--- src/rtl/half_adder_pkg.sv ---
// half_adder_pkg: shared sizing constants and the carry popcount helper.
package half_adder_pkg;
  localparam int DEFAULT_WIDTH = 1;
  localparam int MAX_WIDTH = 64;
  localparam int MAX_CNT_W = $clog2(MAX_WIDTH + 1);
  function automatic logic [MAX_CNT_W-1:0] popcount(input logic [MAX_WIDTH-1:0] v);
    logic [MAX_CNT_W-1:0] n;
    n = '0;
    for (int i = 0; i < MAX_WIDTH; i++) n = n + MAX_CNT_W'(v[i]);
    return n;
  endfunction
endpackage

--- src/rtl/half_adder_cell.sv ---
// half_adder_cell: combinational 1-bit half-adder lane.
module half_adder_cell (
  input  logic a,
  input  logic b,
  output logic s,
  output logic c
);
  assign s = a ^ b;
  assign c = a & b;
endmodule

--- src/rtl/half_adder.sv ---
// half_adder: registered lane-parallel half adder behind a valid/ready output stage.
// Define HALF_ADDER_STATS_EN to add the txn_count and carry_txn_count outputs.
module half_adder
  import half_adder_pkg::*;
#(
  parameter int WIDTH = DEFAULT_WIDTH,
  parameter int CNT_W = $clog2(WIDTH + 1)
) (
  input  logic             clk,
  input  logic             rst,
  input  logic [WIDTH-1:0] A,
  input  logic [WIDTH-1:0] B,
  input  logic             in_valid,
  output logic             in_ready,
  output logic [WIDTH-1:0] Sum,
  output logic [WIDTH-1:0] Carry,
  output logic [CNT_W-1:0] carry_cnt,
  output logic             out_valid,
  input  logic             out_ready
`ifdef HALF_ADDER_STATS_EN
  ,
  output logic [31:0]      txn_count,
  output logic [31:0]      carry_txn_count
`endif
);
  logic [WIDTH-1:0] s, c;
  logic [MAX_WIDTH-1:0] c_ext;
  logic accept;
  for (genvar i = 0; i < WIDTH; i++) begin : g_lane
    half_adder_cell u_cell (.a(A[i]), .b(B[i]), .s(s[i]), .c(c[i]));
  end
  assign c_ext = MAX_WIDTH'(c);
  assign in_ready = !out_valid || out_ready;
  assign accept = in_valid && in_ready;
  // Data registers load only on accept so X on idle inputs never reaches them.
  always_ff @(posedge clk) begin
    if (rst) begin
      Sum <= '0;
      Carry <= '0;
      carry_cnt <= '0;
      out_valid <= 1'b0;
    end else begin
      out_valid <= accept || (out_valid && !out_ready);
      if (accept) begin
        Sum <= s;
        Carry <= c;
        carry_cnt <= CNT_W'(popcount(c_ext));
      end
    end
  end
`ifdef HALF_ADDER_STATS_EN
  always_ff @(posedge clk) begin
    if (rst) begin
      txn_count <= '0;
      carry_txn_count <= '0;
    end else if (accept) begin
      txn_count <= txn_count + 32'd1;
      carry_txn_count <= carry_txn_count + 32'(|c);
    end
  end
`endif
endmodule

--- config.mk ---
export PLATFORM = sky130hd
export DESIGN_NAME = half_adder
export DESIGN_NICKNAME = d
export VERILOG_FILES = /design/src/rtl/half_adder_pkg.sv /design/src/rtl/half_adder_cell.sv /design/src/rtl/half_adder.sv
export SDC_FILE = /design/constraint.sdc
export NUM_CORES = 1
export LEC_CHECK = 0
export BUFFER_PORTS_ARGS = -buffer_cell sky130_fd_sc_hd__buf_4
export CORE_AREA = 5 5 42 44
export CTS_BUF_LIST = sky130_fd_sc_hd__clkbuf_4 sky130_fd_sc_hd__clkbuf_8
export CTS_CLUSTER_SIZE = 8
export DETAILED_ROUTE_END_ITERATION = 8
export DIE_AREA = 0 0 47 49
export GPL_ROUTABILITY_DRIVEN = 1
export HOLD_SLACK_MARGIN = 0.1
export MAX_ROUTING_LAYER = met4
export PLACE_DENSITY = 0.3
export SLEW_MARGIN = 25
export SYNTH_ARGS = -nofsm -noshare
export SYNTH_HDL_FRONTEND = slang
export SYNTH_SLANG_ARGS = --single-unit
--- constraint.sdc ---
create_clock -name clk -period 0.9 [get_ports clk]
set_input_delay 0.18 -clock clk [delete_from_list [all_inputs] [get_ports clk]]
set_output_delay 0.18 -clock clk [all_outputs]
set_load 0.05 [all_outputs]
### After elaboration in Yosys (flattened, before gate mapping)

Cells that the tools add are included.

| storage, ports and cells | value |
|---|---|
| bits in registers | 3 |
| word-level logic and storage cells | 11 |

| cells by class | value |
|---|---|
| bitwise logic cells | 2 |
| reductions and logical operators | 6 |

Operators with widths:

| kind | number |
|---|---|
| logical AND 1 bit | 2 |
| logical NOT 1 bit | 2 |
| logical OR 1 bit | 2 |
| bitwise AND 1 bit | 1 |
| XOR 1 bit | 1 |

### Longest topological paths before layout

| logic depth | value |
|---|---|
| depth in word-level cells | 4 |
| mapped depth | 3 |

### By module

A second synthesis with hierarchy kept.

| unflattened totals | value |
|---|---|
| cells, all modules | 14 |
| area total of the unflattened synthesis | 142.6 um^2 |

Modules (own cells, without submodules):

| module | times used | cells an instance | area an instance (um^2) | seq. area each (um^2) |
|---|---|---|---|---|
| half_adder | 1 | 13 | 130.1 | 60.1 |
| half_adder_cell | 1 | 1 | 12.5 | 0.0 |

### Worst setup path after synthesis

No wires, ideal clock.

| timing path | value |
|---|---|
| path kind | register to register |
| from | reg out_valid |
| to | reg Sum |
| arrival | 1.232 ns |
| data required time | 0.830 ns |
| path slack | -0.402 ns |
| cell stages (with the launch flop) | 4 |
| buffers on the path | 0 |
| clock period less this slack | 1.302 ns |
| cell sequence | dfxtp_1 > nand2b_4 > a21bo_1 > a21oi_1 |

| between the ends | value |
|---|---|
| longest elaborated chain between the ends | 3 |

Ends and longest elaborated chain:

| what | line | RTL |
|---|---|---|
| start, declared | half_adder.sv:18 | `output logic out_valid,` |
| start signal, assigned | half_adder.sv:43 | `out_valid <= accept \|\| (out_valid && !out_ready);` |
| logical NOT 1 bit | half_adder.sv:33 | `assign in_ready = !out_valid \|\| out_ready;` |
| logical OR 1 bit | half_adder.sv:33 |  |
| via in_ready | half_adder.sv:14 | `output logic in_ready,` |
| logical AND 1 bit | half_adder.sv:34 | `assign accept = in_valid && in_ready;` |
| end signal, assigned | half_adder.sv:45 | `Sum <= s;` |
| end, declared | half_adder.sv:15 | `output logic [WIDTH-1:0] Sum,` |

The timed path passes the listed nets, and every way through them passes these cells.
A chain may end at the register's enable or synchronous reset.

### Final worst setup path

| timing path | value |
|---|---|
| from | reg out_valid |
| to | out in_ready |

| between the ends | value |
|---|---|
| longest elaborated chain between the ends | 2 |

Ends and longest elaborated chain:

| what | line |
|---|---|
| logical NOT 1 bit | half_adder.sv:33 |
| logical OR 1 bit | half_adder.sv:33 |
| end, declared | half_adder.sv:14 |

Every way passes these cells.

==> summary.json <==
{
  "insertion_delay_ns": 0.23,
  "final_cell_mix": "7 x sky130_fd_sc_hd__buf_4, 4 x sky130_fd_sc_hd__clkbuf_4, 4 x sky130_fd_sc_hd__buf_8, 3 x sky130_fd_sc_hd__a21oi_1",
  "multi_input_comb_area_um2": 71.3,
  "slew_limit_fails": 0,
  "total_leakage_power_uw": 0.000142,
  "seq_area_um2": 68.8,
  "reg2regPathDepth": 4,
  "rsz0062_at_grt": "true",
  "failed_checks": "negative setup slack",
  "globalRouteTotalUtil": 0.0411,
  "vias": 147,
  "mostFrequentLayoutCell": "sky130_fd_sc_hd__buf_4",
  "clock_tree_from_tritoncts": "yes",
  "gp_congestion": 0.679,
  "power_report.internal_total_uw": 392,
  "synthToLayoutAreaGrowth_pct": 115,
  "ratio_of_cells_with_drive_above_1_in_the_final_layout": 0.679,
  "postPlaceCellArea_um2": 239,
  "grt_pass1_wl_um": 600,
  "antenna_found_initial": 0,
  "report.final.hold_viol_count": 0,
  "viasPerCell": 3.34,
  "final.min_clock_period_ns": 0.964,
  "synth.net_count": 21,
  "cts-root-to-sink-buffers": 2,
  "placement_rows": 14,
  "cell_count_after_synthesis": 14,
  "gr-total-overflow": 0,
  "hold_start": "rst",
  "power.ir.vdd_worst_uv": 646,
  "die-area_um2": 2300,
  "detail_route.drc_violations": 0,
  "finish.instance_area_um2": 307,
  "finalNetCount": 36,
  "p_sw_uw": 139,
  "first_global_vias": 165,
  "setup_ws_ns": -0.0641,
  "r2r_start": "out_valid",
  "antenna_cells_inserted": 0,
  "finalNonFillerCells": 44,
  "critical_path_class": "register to output port",
  "cp_cell_sequence": "nand2b_4 > buf_8",
  "critical_path_s_slowest_cell": "sky130_fd_sc_hd__dfxtp_4",
  "netlist_area_um2": 143,
  "fin_crit_sh": 1.07,
  "worst_setup_hold_path_clk_slew_ns": 0.04,
  "timing.critical_path.required_ns": 0.72,
  "outcome": "finished with violations",
  "sink_count": 3,
  "fmax_mhz": 1040,
  "arrival_ns": 0.78,
  "final.setup_skew_ns": 0.00288,
  "synthDistinctLibCells": 8,
  "cp_top_family": "flip-flops",
  "max-cap-violations": 0,
  "hold_path_class": "input port to register",
  "cts_inserted_buffers": 3,
  "worst_setup_path_start_kind": "register",
  "worst-path-max-fanout": 2,
  "design.portCount": 11,
  "grt_start_max_net_pins": 6,
  "hold_path_end": "carry_cnt",
  "floorplan.die.height_um": 49,
  "timing.rr.end": "Sum",
  "seq_power_share": 0.279,
  "die_w_um": 47,
  "timing.critical_path.buf_inv": 1,
  "clock_power_share": 0.500,
  "initial_drc_count": 3,
  "p_comb_frac": 0.221,
  "yosys_warning_total": 0,
  "placeableCoreArea_um2": 1400,
  "r2r_setup_slk_ns": 0.01,
  "net_switching_fraction_of_the_power": 0.263,
  "flops_latches_synth": 3,
  "floorplan.initialDensity": 0.102,
  "clock_tree.root_cell": "sky130_fd_sc_hd__clkbuf_4",
  "post_cts_hold_buffer_count": 0,
  "power.density_nw_per_um2": 1730,
  "routedWlPerCell_um": 8.52,
  "ys_seq_area_frac": 0.421,
  "crit_path_max_incr_delay_ns": 0.35,
  "drt-total-wl_um": 375,
  "min_delay_path_depth": 2,
  "placedCellCount": 39,
  "clock_tree.htree_level_count": 1,
  "antenna_violating_nets_post_route": 0,
  "port_buffers": 10,
  "end_kind": "output port",
  "nFillCells": 164,
  "timing.max_slew.rel_slack": 0.903,
  "syn-mean-instance-area_um2": 10.2,
  "timing_worst_slew_pin_value_ns": 0.147,
  "detail_route.first_pass.iterations": 4,
  "total_of_endpoints_with_negative_setup_slack_in_the_final_report": 4
}
[cell type report]
cell class	instances	share of cell area
clock buffer	4	0.0980
inverter	1	0.0122
multi-input combinational	9	0.233
sequential	3	0.224
tap	16	0.0653
timing repair buffer	11	0.367
[layer usage]
layer / wire (um) / track usage
met5: 0 / -
met4: 0 / 0.0553
met3: 29 / 0.0111
met2: 209 / 0.0588
met1: 136 / 0.0349
[per-stage QoR]
stage               hold WS (ns)   util  setup WS, ns  total power (uW)  setup TNS [ns]
floorplan                  0.239      -       -0.0615               211          -0.123
global placement           0.353  0.171        0.0752               251               0
detailed placement         0.353  0.171        0.0793               252               0
CTS                        0.101  0.216       -0.0782               546          -0.221
global route               0.115  0.219       -0.0883               556          -0.301
finish                     0.111  0.219       -0.0641               531          -0.150
[worst max-delay path by stage]
stage / from / end / slack [ns] / depth (start not counted)
global route: out_valid / in_ready / -0.09 / 2
global placement: A / Sum / 0.08 / 4
finish: out_valid / in_ready / -0.06 / 2
CTS: out_valid / in_ready / -0.08 / 2
floorplan: out_valid / Sum / -0.06 / 3
detailed placement: A / Sum / 0.08 / 4
[cells by family after synthesis]
| group | share of synthesized area |
|---|---|
| buffers and inverters | 0.0789 |
| adders and majority gates | 0.0877 |
| DFF | 0.421 |
| AOI/OAI and AO/OA | 0.246 |
| and+or+nand+nor | 0.167 |
[cells in the mapped netlist (all sizes together)]
| library cell | n | area, um^2 |
|---|---|---|
| a21oi | 3 | 15.0 |
| dfxtp | 3 | 60.1 |
| a21bo | 2 | 20.0 |
| nand3 | 2 | 10.0 |
| buf | 1 | 7.51 |
| ha | 1 | 12.5 |
| inv | 1 | 3.75 |
| nand2b | 1 | 13.8 |
[flip-flops by register name, indices dropped and copies added, names as in the netlist]
signal / flops
out_valid: 1
Sum: 1
carry_cnt: 1
[power by group through the flow]
stage	clock, uW	sequential (uW)	combinational, uW
floorplan	0	175	35.7
global placement	0	147	104
detailed placement	0	148	104
CTS	281	148	117
global route	282	150	124
finish	266	148	117
[repair_timing]
action / in CTS / in global routing
buffers inserted: 1 / 0
setup endpoints to repair: 5 / 7
gates resized for setup: 7 / 1
Power figures use the tool's default switching activity.
